<file path="src/rtl/music_pkg.sv">
// Purpose : shared note codes, ROM entry layout and FSM state type for the melody player.
// Latency : n/a (types and constants only).
// Backpressure: n/a.
package music_pkg;

   // ROM entry layout: [7:2] note code, [1:0] duration in beats minus one
   localparam int NOTE_W  = 6;
   localparam int DUR_W   = 2;
   localparam int ENTRY_W = NOTE_W + DUR_W;
   localparam int IDX_W   = 5;
   localparam int SONG_W  = 2;
   localparam int ADDR_W  = SONG_W + IDX_W;

   localparam logic [NOTE_W-1:0] REST     = 6'd0;
   localparam logic [NOTE_W-1:0] C_LOW    = 6'd1;
   localparam logic [NOTE_W-1:0] D_LOW    = 6'd2;
   localparam logic [NOTE_W-1:0] E_LOW    = 6'd3;
   localparam logic [NOTE_W-1:0] F_LOW    = 6'd4;
   localparam logic [NOTE_W-1:0] G_LOW    = 6'd5;
   localparam logic [NOTE_W-1:0] A_LOW    = 6'd6;
   localparam logic [NOTE_W-1:0] B_LOW    = 6'd7;
   localparam logic [NOTE_W-1:0] C_MID    = 6'd8;
   localparam logic [NOTE_W-1:0] D_MID    = 6'd9;
   localparam logic [NOTE_W-1:0] E_MID    = 6'd10;
   localparam logic [NOTE_W-1:0] F_MID    = 6'd11;
   localparam logic [NOTE_W-1:0] G_MID    = 6'd12;
   localparam logic [NOTE_W-1:0] A_MID    = 6'd13;
   localparam logic [NOTE_W-1:0] B_MID    = 6'd14;
   localparam logic [NOTE_W-1:0] C_HIGH   = 6'd15;
   localparam logic [NOTE_W-1:0] D_HIGH   = 6'd16;
   localparam logic [NOTE_W-1:0] E_HIGH   = 6'd17;
   localparam logic [NOTE_W-1:0] F_HIGH   = 6'd18;
   localparam logic [NOTE_W-1:0] G_HIGH   = 6'd19;
   localparam logic [NOTE_W-1:0] A_HIGH   = 6'd20;
   localparam logic [NOTE_W-1:0] B_HIGH   = 6'd21;
   localparam logic [NOTE_W-1:0] END_MARK = 6'd63;

   typedef enum logic [1:0] {S_IDLE, S_PLAY, S_GAP, S_DONE} state_t;

   function automatic logic [ENTRY_W-1:0] mk_entry(input logic [NOTE_W-1:0] note,
                                                   input logic [DUR_W-1:0]  dur);
      return {note, dur};
   endfunction

   // Codes above B_HIGH (other than END_MARK, which never reaches the buzzer) are silent
   function automatic logic [NOTE_W-1:0] drive_code(input logic [NOTE_W-1:0] code);
      return (code <= B_HIGH) ? code : REST;
   endfunction

endpackage

</file>
<file path="src/rtl/melody_rom.sv">
// Purpose : 128x8 song table, 4 songs of 32 entries, addressed {song, index}.
// Latency : combinational read.
// Backpressure: none.
// Ports   : addr_i [6:0] = {song, index}; data_o [7:0] = {note, dur}.
module melody_rom
   import music_pkg::*;
(
   input  logic [ADDR_W-1:0]  addr_i,
   output logic [ENTRY_W-1:0] data_o
);

   always_comb begin
      data_o = mk_entry(END_MARK, 2'd0);
      case (addr_i[ADDR_W-1:IDX_W])
         2'd0: begin
            case (addr_i[IDX_W-1:0])
               5'd0:    data_o = mk_entry(C_LOW, 2'd0);
               5'd1:    data_o = mk_entry(E_LOW, 2'd0);
               5'd2:    data_o = mk_entry(G_LOW, 2'd1);
               5'd3:    data_o = mk_entry(6'd30, 2'd0);   // out-of-range code: plays as silence
               5'd4:    data_o = mk_entry(C_MID, 2'd0);
               default: data_o = mk_entry(END_MARK, 2'd0);
            endcase
         end
         2'd1: begin
            case (addr_i[IDX_W-1:0])
               5'd0:    data_o = mk_entry(C_MID, 2'd0);
               5'd1:    data_o = mk_entry(E_MID, 2'd1);
               default: data_o = mk_entry(END_MARK, 2'd0);
            endcase
         end
         2'd2:    data_o = mk_entry(END_MARK, 2'd0);     // empty song
         default: data_o = mk_entry(B_HIGH, 2'd3);       // full 32 entries, no terminator
      endcase
   end

endmodule

</file>
<file path="src/rtl/melody_player.sv">
// Purpose : plays a ROM song on a buzzer note code, with per-note articulation gap and looping.
// Latency : i_start sampled at edge N -> first note on music_scale after edge N; all outputs registered.
// Backpressure: none; i_stop beats i_start, i_start restarts any playing song, start ignored during DONE.
// Ports   : clk, rst_n (async active-low), i_start, i_stop, i_song_sel[1:0], i_loop;
//           music_scale[5:0], o_busy, o_done (1-cycle pulse), o_note_idx[4:0].
module melody_player
   import music_pkg::*;
#(
   parameter int CLK_HZ     = 50_000_000,
   parameter int SPEED      = 4,
   parameter int GAP_CYCLES = 1_250_000
) (
   input  logic              clk,
   input  logic              rst_n,
   input  logic              i_start,
   input  logic              i_stop,
   input  logic [SONG_W-1:0] i_song_sel,
   input  logic              i_loop,
   output logic [NOTE_W-1:0] music_scale,
   output logic              o_busy,
   output logic              o_done,
   output logic [IDX_W-1:0]  o_note_idx
);

   localparam int BEAT_CYCLES = CLK_HZ / SPEED;
   localparam int CNT_W       = $clog2(4 * BEAT_CYCLES + 1);
   typedef logic [CNT_W-1:0] cnt_t;

   // Terminal count of the sounding part of a note, per duration code
   localparam cnt_t PLAY_LAST0 = cnt_t'(1 * BEAT_CYCLES - GAP_CYCLES - 1);
   localparam cnt_t PLAY_LAST1 = cnt_t'(2 * BEAT_CYCLES - GAP_CYCLES - 1);
   localparam cnt_t PLAY_LAST2 = cnt_t'(3 * BEAT_CYCLES - GAP_CYCLES - 1);
   localparam cnt_t PLAY_LAST3 = cnt_t'(4 * BEAT_CYCLES - GAP_CYCLES - 1);
   localparam cnt_t GAP_LAST   = cnt_t'(GAP_CYCLES - 1);

   state_t              state_q;
   logic [SONG_W-1:0]   song_q;
   logic [IDX_W-1:0]    idx_q;
   cnt_t                cnt_q;
   logic [DUR_W-1:0]    dur_q;
   logic                end_q;      // current entry is the last one of the song

   logic [ADDR_W-1:0]   rom_addr_d;
   logic [ENTRY_W-1:0]  rom_data;
   logic [NOTE_W-1:0]   rom_note;
   logic [DUR_W-1:0]    rom_dur;
   logic [IDX_W-1:0]    idx_inc_d;
   logic                start_acc_d;
   cnt_t                play_last_d;

   assign rom_note    = rom_data[ENTRY_W-1:DUR_W];
   assign rom_dur     = rom_data[DUR_W-1:0];
   assign idx_inc_d   = idx_q + 5'd1;
   assign start_acc_d = i_start && !i_stop && (state_q != S_DONE);

   // One ROM port serves three readers: entry 0 of the new song on start,
   // the following entry while playing (end lookahead) and during the gap
   // (next note), or entry 0 again when the gap ends a looping song.
   always_comb begin
      rom_addr_d = {song_q, idx_inc_d};
      if (start_acc_d)
         rom_addr_d = {i_song_sel, 5'd0};
      else if (state_q == S_GAP && end_q)
         rom_addr_d = {song_q, 5'd0};
   end

   always_comb begin
      case (dur_q)
         2'd0:    play_last_d = PLAY_LAST0;
         2'd1:    play_last_d = PLAY_LAST1;
         2'd2:    play_last_d = PLAY_LAST2;
         default: play_last_d = PLAY_LAST3;
      endcase
   end

   melody_rom u_rom (
      .addr_i (rom_addr_d),
      .data_o (rom_data)
   );

   always_ff @(posedge clk or negedge rst_n) begin
      if (!rst_n) begin
         state_q     <= S_IDLE;
         song_q      <= '0;
         idx_q       <= '0;
         cnt_q       <= '0;
         dur_q       <= '0;
         end_q       <= 1'b0;
         music_scale <= REST;
         o_busy      <= 1'b0;
         o_done      <= 1'b0;
         o_note_idx  <= '0;
      end else if (i_stop) begin
         state_q     <= S_IDLE;
         idx_q       <= '0;
         cnt_q       <= '0;
         end_q       <= 1'b0;
         music_scale <= REST;
         o_busy      <= 1'b0;
         o_done      <= 1'b0;
         o_note_idx  <= '0;
      end else if (start_acc_d) begin
         song_q     <= i_song_sel;
         idx_q      <= '0;
         o_note_idx <= '0;
         cnt_q      <= '0;
         end_q      <= 1'b0;
         dur_q      <= rom_dur;
         if (rom_note == END_MARK) begin
            state_q     <= S_DONE;
            music_scale <= REST;
            o_busy      <= 1'b0;
            o_done      <= 1'b1;
         end else begin
            state_q     <= S_PLAY;
            music_scale <= drive_code(rom_note);
            o_busy      <= 1'b1;
            o_done      <= 1'b0;
         end
      end else begin
         case (state_q)
            S_PLAY: begin
               end_q <= (idx_q == 5'd31) || (rom_note == END_MARK);
               if (cnt_q == play_last_d) begin
                  state_q     <= S_GAP;
                  cnt_q       <= '0;
                  music_scale <= REST;
               end else begin
                  cnt_q <= cnt_q + cnt_t'(1);
               end
            end
            S_GAP: begin
               if (cnt_q == GAP_LAST) begin
                  cnt_q <= '0;
                  if (end_q && !i_loop) begin
                     state_q <= S_DONE;
                     o_busy  <= 1'b0;
                     o_done  <= 1'b1;
                  end else begin
                     state_q     <= S_PLAY;
                     idx_q       <= end_q ? 5'd0 : idx_inc_d;
                     o_note_idx  <= end_q ? 5'd0 : idx_inc_d;
                     end_q       <= 1'b0;
                     dur_q       <= rom_dur;
                     music_scale <= drive_code(rom_note);
                  end
               end else begin
                  cnt_q <= cnt_q + cnt_t'(1);
               end
            end
            S_DONE: begin
               state_q <= S_IDLE;
               o_done  <= 1'b0;
            end
            default: begin
               o_done <= 1'b0;
            end
         endcase
      end
   end

endmodule
</file>
<file path="config.mk">
export PLATFORM = sky130hd
export DESIGN_NAME = melody_player
export DESIGN_NICKNAME = d
export VERILOG_FILES = /design/src/rtl/music_pkg.sv /design/src/rtl/melody_rom.sv /design/src/rtl/melody_player.sv
export SDC_FILE = /design/constraint.sdc
export NUM_CORES = 1
export LEC_CHECK = 0
export ABC_AREA = 1
export CORE_UTILIZATION = 55
export CTS_BUF_LIST = sky130_fd_sc_hd__clkbuf_8
export CTS_CLUSTER_DIAMETER = 150
export DETAILED_ROUTE_END_ITERATION = 10
export DONT_BUFFER_PORTS = 1
export MAX_ROUTING_LAYER = met4
export PLACE_DENSITY = 0.73
export SYNTH_ARGS = -nofsm -noshare
export SYNTH_HDL_FRONTEND = slang
export SYNTH_HIERARCHICAL = 1
export SYNTH_SLANG_ARGS = --single-unit
</file>
<file path="constraint.sdc">
create_clock -name clk -period 2.65 [get_ports clk]
set_input_delay 0.265 -clock clk [delete_from_list [all_inputs] [get_ports clk]]
set_output_delay 0.265 -clock clk [all_outputs]
set_load 0.03 [all_outputs]
</file>
==> After elaboration in Yosys (flattened, before gate mapping) <==
Cells that the tools add are included.
Widths: inputs -> output; s select.
{ "totals": {"ff_bits": 46, "word_cells": 114, "input_bits": 7} }
{ "op_classes": {"n_lt_le_gt_ge": 1, "n_reduce_logical": 25, "mux": 53, "n_eq_ne": 23, "bitwise": 1, "addsub": 2} }
{ "ops": {"columns": ["op", "n"], "rows": [
  ["$mux 26", 4],
  ["$pmux 26 s3", 1],
  ["$pmux 26 s2", 1],
  ["$mux 6", 7],
  ["$pmux 8 s5", 1],
  ["$mux 5", 7],
  ["$add 26x1->26 const B", 1],
  ["$eq 26x21->1 const B", 1],
  ["$eq 26x26->1", 1],
  ["$pmux 8 s3", 1],
  ["$mux 2", 10],
  ["$pmux 8 s2", 1],
  ["$mux 1", 15],
  ["$reduce_and 3->1", 5],
  ["$pmux 6 s2", 1],
  ["$eq 5x2->1 const B", 2],
  ["$reduce_bool 3->1", 3],
  ["$eq 2x2->1 const B", 4],
  ["$ne 4x3->1 const B", 2],
  ["$ne 4x4->1 const B", 2],
  ["$reduce_and 4->1", 2],
  ["$mux 7", 1],
  ["$eq 2x1->1 const B", 3],
  ["$eq 6x6->1 const B", 1],
  ["19 further kinds", 28]
]} }

==> Depth between registers and ports, before layout <==
Gate-level depths: netlist of run 1.
{ "depth": {"depth_word": 14, "mapped_depth": 22, "ltp_nobuf": 22} }

==> By module <==
The synthesis of run 1 kept the hierarchy.
{ "modules_own_cells": {"columns": ["module", "cells_each", "instances", "seq_area_each_um2", "area_per_inst_um2"], "rows": [
  ["melody_player", 552, 1, 1151.1, 3410.8],
  ["melody_rom", 40, 1, 0.0, 259.0]
]} }

==> Least setup slack after synthesis of run 1 <==
No wires, ideal clock.
{ "synth_timing": {"path_kind": "register to register", "start": "reg idx_q[0]", "end": "reg music_scale[0]", "path_stages_with_launch": 22, "slack_ns": -0.141, "n_path_buf": 0, "t_required_ns": 2.532, "setup_ns": 0.118, "synth_period_minus_slack_ns": 2.791, "arrival_ns": 2.673, "path_cell_list": "dfrtp_1 -> ha_1 -> nand2_1 -> nor2_1 -> ha_1 -> nand2_1 -> nor2_1 -> inv_1 -> nand3_4 -> nand2_1 -> nor2_2 -> nand2_2 -> a21oi_1 -> nand2_1 -> nor2_1 -> nand3_1 -> nand2_1 -> o21ai_0 -> nand2_1 -> nor2_1 -> nand3_1 -> nand2_1"} }
{ "synth_between": {"elab_chain_len": 13} }
{ "synth_lines": {"columns": ["item", "line", "rtl"], "rows": [
  ["start: declaration", "melody_player.sv:38", "logic [IDX_W-1:0] idx_q;"],
  ["start signal: assignment", "melody_player.sv:141", "idx_q <= end_q ? 5'd0 : idx_inc_d;"],
  ["$add 5x1->5 (*)", "melody_player.sv:53", "assign idx_inc_d = idx_q + 5'd1;"],
  ["$mux 5 (*)", "melody_player.sv:63", "else if (state_q == S_GAP && end_q)"],
  ["$mux 7 (*)", "melody_player.sv:61", "if (start_acc_d)"],
  ["net rom_addr_d[4]", "melody_player.sv:43", "logic [ADDR_W-1:0] rom_addr_d;"],
  ["$eq 5x3->1 (tied with other cells)", "melody_rom.sv:16", "case (addr_i[IDX_W-1:0])"],
  ["$pmux 8 s5 or $pmux 8 s2 (tied branches)", "melody_rom.sv:16, melody_rom.sv:26", null],
  ["$pmux 8 s3 (*)", "melody_rom.sv:14", "case (addr_i[ADDR_W-1:IDX_W])"],
  ["net rom_data[7]", "melody_player.sv:44", "logic [ENTRY_W-1:0] rom_data;"],
  ["$le 6x5->1", "music_pkg.sv:47", "return (code <= B_HIGH) ? code : REST;"],
  ["$mux 6", "music_pkg.sv:47", null],
  ["$mux 6", "melody_player.sv:135", "if (end_q && !i_loop) begin"],
  ["$mux 6", "melody_player.sv:133", "if (cnt_q == GAP_LAST) begin"],
  ["$pmux 6 s2", "melody_player.sv:121", "case (state_q)"],
  ["$mux 6 (*)", "melody_player.sv:102", "end else if (start_acc_d) begin"],
  ["$mux 6 (*)", "melody_player.sv:93", "end else if (i_stop) begin"],
  ["end signal: assignment", "melody_player.sv:116", "music_scale <= drive_code(rom_note);"],
  ["end signal: assignment", "melody_player.sv:145", "music_scale <= drive_code(rom_note);"],
  ["end: declaration", "melody_player.sv:19", "output logic [NOTE_W-1:0] music_scale,"]
]} }
The timed path passes the listed nets; every way through them passes the cells marked *. The select of a mux whose other input is x is not followed.
A chain may end at the register's enable or synchronous reset.

==> Worst setup path in the final report of run 1 <==
{ "layout_timing": {"start": "reg state_q[1]", "end": "reg end_q"} }
{ "layout_between": {"elab_chain_len": 12} }
{ "layout_lines": {"columns": ["item", "line", "rtl"], "rows": [
  ["start: declaration", "melody_player.sv:36", "state_t state_q;"],
  ["start signal: assignment", "melody_player.sv:83", "state_q <= S_IDLE;"],
  ["start signal: assignment", "melody_player.sv:94", "state_q <= S_IDLE;"],
  ["start signal: assignment", "melody_player.sv:110", "state_q <= S_DONE;"],
  ["$eq 2x2->1", "melody_player.sv:63", null],
  ["$logic_and 1x1->1", "melody_player.sv:63", null],
  ["$mux 5", "melody_player.sv:63", null],
  ["$mux 7 (*)", "melody_player.sv:61", null],
  ["net rom_addr_d[2]", "melody_player.sv:43", null],
  ["$eq 5x3->1 (tied with other cells)", "melody_rom.sv:16", null],
  ["$pmux 8 s5 or $pmux 8 s2 (tied branches)", "melody_rom.sv:16, melody_rom.sv:26", null],
  ["$pmux 8 s3 (*)", "melody_rom.sv:14", null],
  ["net rom_data[6]", "melody_player.sv:44", null],
  ["$eq 6x6->1 (*)", "melody_player.sv:123", "end_q <= (idx_q == 5'd31) || (rom_note == END_MARK);"],
  ["$logic_or 1x1->1 (*)", "melody_player.sv:123", null],
  ["$pmux 1 s2 (*)", "melody_player.sv:121", null],
  ["$mux 1 (*)", "melody_player.sv:102", null],
  ["$mux 1 (*)", "melody_player.sv:93", null],
  ["end signal: assignment", "melody_player.sv:123", null],
  ["end: declaration", "melody_player.sv:41", "logic end_q;"]
]} }
The timed path passes the listed nets; every way through them passes the cells marked *.

==> flow_summary.toml, run 1 <==
[status]
status = "complete, but fails checks"
violations = "negative setup slack"

[route]
routedWlPerCell_um = 14.8
routed_via_density = 5.49
postRouteAntennaNets = 0
drtIter0Drc = 250
drc = 0
drt-total-wl_um = 10500
num_vias = 3874
first_pass_iters = 5

[clock_tree]
numCtsBuffers = 5
cts_tree = "done"
cts_buffer_depth = 2
root_buffer = "clkbuf_8"
clkTransAtPathRegs_ps = 90
cts_sinks = 46
h-tree-depth = 2
clk_latency_ps = 300

[placed_design]
placed_area_um2 = 3890
dp_cells = 681
dp_hpwl_um = 7120
dp_slack_ps = -114
numPortBuffers = 0
gp_congestion = 0.934

[pwr]
leakage_nw = 2.09
ir_drop_uv = 492
power_mw = 2.60
pwr_density_cell_nw_per_um2 = 594

[finish]
layout_commonest_cell = "nand2_1"
fillers = 548
drive_above_1_share = 0.186
area.growth.synth_to_final_pct = 19.5
fin_util = 0.687
fin_cells = 706
num_antenna_cells = 0
nets = 651
final_cell_mix = "218 x nand2_1, 81 x nor2_1, 57 x inv_1, 44 x dfrtp_1, 32 x buf_4"
stdcell_area_um2 = 4380

[die]
io_pins = 20
start_util = 0.575
dieArea_um2 = 7000
die_w_um = 83.7
rows = 29
die_height_um = 83.7
core_um2 = 6390

[global_route]
grt_pass1_vias = 3518
grt_max_degree = 47
grt_remaining_overflow = 0
antenna_found_initial = 0
grt.total_usage = 0.294
grt_pass1_wl_um = 16200

[critical_path]
end_kind = "flip-flop"
reg2reg_depth = 20
worstReg2RegEnd = "end_q$_DFFE_PN0P_"
critPathKind = "flip-flop to flip-flop"
max_stage_delay_ps = 400
path_max_fanout = 4
r2r_slack_ps = -190
r2r-start = "state_q[1]$_DFFE_PN0P_"
path_cells = "ha_2 -> inv_2 -> nand2_4 -> nor2_4 -> buf_6 -> nor2_4 -> nor2_4 -> nand3_4 -> a21oi_4 -> nand2_2 -> nor2_4 -> nand2_2 -> nand2_1 -> nor2_2 -> buf_4 -> buf_4 -> a31oi_4 -> nor3_2 -> nand2_1 -> o21ai_1"
slowest_stage = "dfrtp_1"
critPathLaunch = "state_q[1]$_DFFE_PN0P_"
arrival_ps = 3030
critPathMostFrequentCell = "nor2_4"
crit_end = "end_q$_DFFE_PN0P_"
critPathRequiredTime_ps = 2840
start_kind = "flip-flop"

[synth]
synth.ff_latch_count = 46
synth_top_area_cell = "dfrtp_1"
synthFlopType = "dfrtp_1"
synthDistinctLibCells = 36
yosys_warnings = 6
postSynthAreaPerCell_um2 = 6.20
synth_top_area_frac = 0.314
synth_area_leaders = "dfrtp_1 31%, nand2_1 24%, nor2_1 9.2%"
ys_async_sr_fraction = 1.00
syn_inst = 592
seq_area_frac_synth = 0.314
syn-num-nets = 615
synth_edf_count = 0
syn-cell-area_um2 = 3670

[sta]
rsz0062_at_grt = "true"
fmax_mhz = 352
fin_ws_ps = -191
fin_skew_ps = 3.85
maxSlewHeadroom = 0.665
slew_violations = 0
layout_min_cycle_time_ps = 2840
tightest_slew_ps = 501
setup_viol = 8
fin_crit_sh = 1.07
finalHoldViolCount = 0

[min_path]
hold_path_class = "primary input to flip-flop"

[run]
drv_cap = 0
-- registers in the layout, indices dropped and copies added, names as in the netlist --
register / cells
state_q: 2
idx_q: 5
dur_q: 2
song_q: 2
o_done: 1
music_scale: 6
end_q: 1
cnt_q: 26
o_busy: 1
-- critical path: cells and delay by family (launching register included) --
family,cells,cell delay (ps)
buffers and inverters,4,510
AOI/OAI and AO/OA,3,430
DFF,1,400
adders and majority gates,1,190
and+or+nand+nor,12,1190
-- worst min path at each step --
| stage | to | depth (start not counted) | start | slack (ps) |
|---|---|---|---|---|
| floorplan | cnt_q[0]$_DFFE_PN0P_ | 0 | rst_n | -30 |
| global placement | cnt_q[20]$_DFFE_PN0P_ | 0 | rst_n | -30 |
| detailed placement | cnt_q[20]$_DFFE_PN0P_ | 0 | rst_n | -30 |
| CTS | song_q[0]$_DFFE_PN0P_ | 2 | i_song_sel[0] | 120 |
| global route | song_q[1]$_DFFE_PN0P_ | 2 | i_song_sel[1] | 120 |
| finish | song_q[1]$_DFFE_PN0P_ | 2 | i_song_sel[1] | 110 |
-- synth_stat cells (6+ instances only) --
library cell	count
nor2_2	7
a21oi_1	16
nand4_1	7
dfrtp_1	46
nand3_1	33
ha_1	16
nand2_1	232
xor2_1	6
inv_1	65
o21ai_0	16
nand2_2	8
nor2_1	90
nor3_1	13
-- stage by stage --
stage	hold WS, ps	setup TNS, ps
3_5_place_dp	-29.5	-594
6_report	112	-838
3_3_place_gp	-29.5	-50.6
2_1_floorplan	-30.6	0
5_1_grt	117	-2060
4_1_cts	123	-11.9
-- logic make-up (layout without fill, tap and decap cells) --
logic type / after synthesis / count (layout) / share of synthesized area
AND/OR/NAND/NOR: 399 / 399 / 0.453
buffers and inverters: 77 / 114 / 0.0846
AO/OA/AOI/OAI: 47 / 47 / 0.0774
flip-flops: 46 / 46 / 0.314
adder cells (fa/ha/maj): 16 / 16 / 0.0546
XOR/XNOR: 7 / 7 / 0.0167
-- power by group --
group / total, mW / leakage [nW] / internal (mW) / switching, mW
registers: 0.882 / 0.629 / 0.765 / 0.116
logic: 1.18 / 1.40 / 0.421 / 0.763
clock network: 0.537 / 0.0585 / 0.283 / 0.254
total: 2.60 / 2.09 / 1.47 / 1.13
-- per-layer routing --
layer,wire (um),vias up,share of wire,GRT usage
li1,-,1917,-,-
met1,4430,1794,0.42,0.347
met2,5230,125,0.50,0.510
met3,432,38,0.041,0.0386
met4,376,0,0.036,0.109
met5,0,-,0,-
-- final cells by class --
| type | instances | area, um2 | area share |
|---|---|---|---|
| clock inverter | 3 | 43.8 | 0.00999 |
| tap | 77 | 96.3 | 0.0220 |
| sequential | 46 | 1150 | 0.263 |
| multi-input combinational | 469 | 2440 | 0.556 |
| timing repair buffer | 38 | 323 | 0.0736 |
| clock buffer | 5 | 68.8 | 0.0157 |
| inverter | 68 | 260 | 0.0594 |
-- timing repair --
item	in CTS	in global routing
pin swaps	19	26
resized for setup	26	41
endpoints found under the hold margin	46	0
buffers inserted	8	7
setup endpoints to repair	7	9
gates cloned	0	0
hold buffers	2	0
(Power assumes the default switching activity.)
==> inputs of run 2 (changes only) <==
CORE_UTILIZATION = 54   (was 55)
PLACE_DENSITY = 0.72   (was 0.73)
RECOVER_POWER = 100   (was unset)
==> flow_summary.toml, run 2 (synthesized netlist as in run 1, its figures left out) <==
[finish]
fin_cells = 708
drive_above_1_share = 0.179
nets = 654
final_cell_mix = "219 x nand2_1, 80 x nor2_1, 58 x inv_1, 44 x dfrtp_1, 33 x buf_4"
stdcell_area_um2 = 4320
num_antenna_cells = 0
biggestRegsByFlops = "cnt_q (26), music_scale (6), idx_q (5)"
largest_reg_flops = 26
fin_util = 0.669
area.growth.synth_to_final_pct = 17.8
layout_commonest_cell = "nand2_1"
regMostFlops = "cnt_q"

[sta]
fin_crit_sh = 1.08
tns_ps = -1230
tightest_slew_ps = 1200
finalHoldViolCount = 0
slew_violations = 0
rsz0062_at_grt = "true"
holdWs_ps = 104
fin_ws_ps = -200
setup_viol = 8
maxSlewHeadroom = 0.201
layout_min_cycle_time_ps = 2850
fin_skew_ps = 9.63
fmax_mhz = 351

[critical_path]
reg2reg_depth = 20
r2r-start = "state_q[1]$_DFFE_PN0P_"
r2r_slack_ps = -200
arrival_ps = 3050
path_max_fanout = 5
critPathRequiredTime_ps = 2850
critPathKind = "flip-flop to flip-flop"
worstReg2RegEnd = "music_scale[2]$_DFFE_PN0P_"
start_kind = "flip-flop"
end_kind = "flip-flop"

[pwr]
power_mw = 2.58
ir_drop_uv = 374
pwr_density_cell_nw_per_um2 = 597
leakage_nw = 2.08

[clock_tree]
numCtsBuffers = 5
cts_tree = "done"
h-tree-depth = 2
cts_buffer_depth = 2
root_buffer = "clkbuf_8"
cts_sinks = 46
clkTransAtPathRegs_ps = 90
clk_latency_ps = 300

[global_route]
grt_max_degree = 47
grt_remaining_overflow = 0
grt.total_usage = 0.312
grt_pass1_vias = 3603
antenna_found_initial = 0
grt_pass1_wl_um = 17200

[route]
routedWlPerCell_um = 15.3
drc = 0
drtIter0Drc = 346
postRouteAntennaNets = 0
num_vias = 3866
drt-total-wl_um = 10800
first_pass_iters = 5
routed_via_density = 5.46

[min_path]
hold_depth = 2
hold_path_class = "primary input to flip-flop"
hold_start = "i_song_sel[0]"
holdPathEnd = "song_q[0]$_DFFE_PN0P_"

[die]
start_util = 0.568
die_height_um = 84.4
core_um2 = 6460
rows = 29
die_w_um = 84.4
io_pins = 20
dieArea_um2 = 7130

[placed_design]
dp_slack_ps = -90.2
numPortBuffers = 0
gp_congestion = 0.956
dp_hpwl_um = 7380
placed_area_um2 = 3900
dp_cells = 683

[status]
violations = "negative setup slack"
status = "complete, but fails checks"

[run]
drv_cap = 0
run 2: cell types whose count changed in the layout (fill, tap and decap cells not counted), sizes merged:
cell / delta
buf: -1
clkbuf: +5
clkinv: -1
bufinv: -1
run 2: critical path: stages (launching register included):
cell and delay, ps:
dfrtp_1 400, buf_4 160, ha_1 220, nand2_2 160, nand2_1 70, nor2_1 140, inv_2 80, nor2_2 180
nand3_2 150, nor2_2 160, nor2_4 60, nand2_1 80, nand2_1 70, nor2_2 140, nand3_1 110, nand2_1 110
o21ai_1 100, nand2_2 160, nor2_1 70, nand3_1 80, nand2_1 50
run 2: repair_timing:
| action | in CTS | in global routing |
|---|---|---|
| resized for setup | 24 | 40 |
| setup buffers | 11 | 5 |
| gates cloned | 0 | 0 |
| pin swaps | 24 | 33 |
| setup endpoints to repair | 7 | 13 |
| hold buffers | 2 | 0 |
| endpoints found under the hold margin | 46 | 0 |
run 2: worst max path at each step:
stage | to | slack, ps | start | depth (start not counted)
finish | music_scale[2]$_DFFE_PN0P_ | -200 | state_q[1]$_DFFE_PN0P_ | 20
global route | music_scale[2]$_DFFE_PN0P_ | -370 | idx_q[0]$_DFFE_PN0P_ | 21
CTS | music_scale[4]$_DFFE_PN0P_ | 0.4 | state_q[1]$_DFFE_PN0P_ | 20
detailed placement | music_scale[4]$_DFFE_PN0P_ | -90 | state_q[1]$_DFFE_PN0P_ | 20
global placement | music_scale[2]$_DFFE_PN0P_ | -20 | state_q[1]$_DFFE_PN0P_ | 18
floorplan | music_scale[0]$_DFFE_PN0P_ | 10 | state_q[0]$_DFFE_PN0P_ | 22
run 2: where the power goes:
part | total, mW | leakage [nW] | internal, mW | switching, mW
clock | 0.448 | 0.0485 | 0.204 | 0.244
combinational | 1.25 | 1.41 | 0.475 | 0.773
sequential | 0.884 | 0.629 | 0.766 | 0.118
total | 2.58 | 2.08 | 1.44 | 1.13
run 2: layout make-up:
class                           instances  area [um2]
Timing Repair Buffer                   41         308
Multi-Input combinational cell        469        2410
Clock buffer                            6        82.6
Inverter                               68         263
Clock inverter                          1        3.75
Tap cell                               77        96.3
Sequential cell                        46        1150
Fill cell                             572        2140
run 2: layer usage:
metal | global-route usage | share of wire | vias up | wire length [um]
met4 | 0.0570 | 0.015 | 0 | 166
met2 | 0.496 | 0.46 | 115 | 4930
met5 | - | 0 | - | 0
li1 | - | - | 1916 | -
met1 | 0.432 | 0.47 | 1818 | 5080
met3 | 0.0452 | 0.058 | 17 | 632
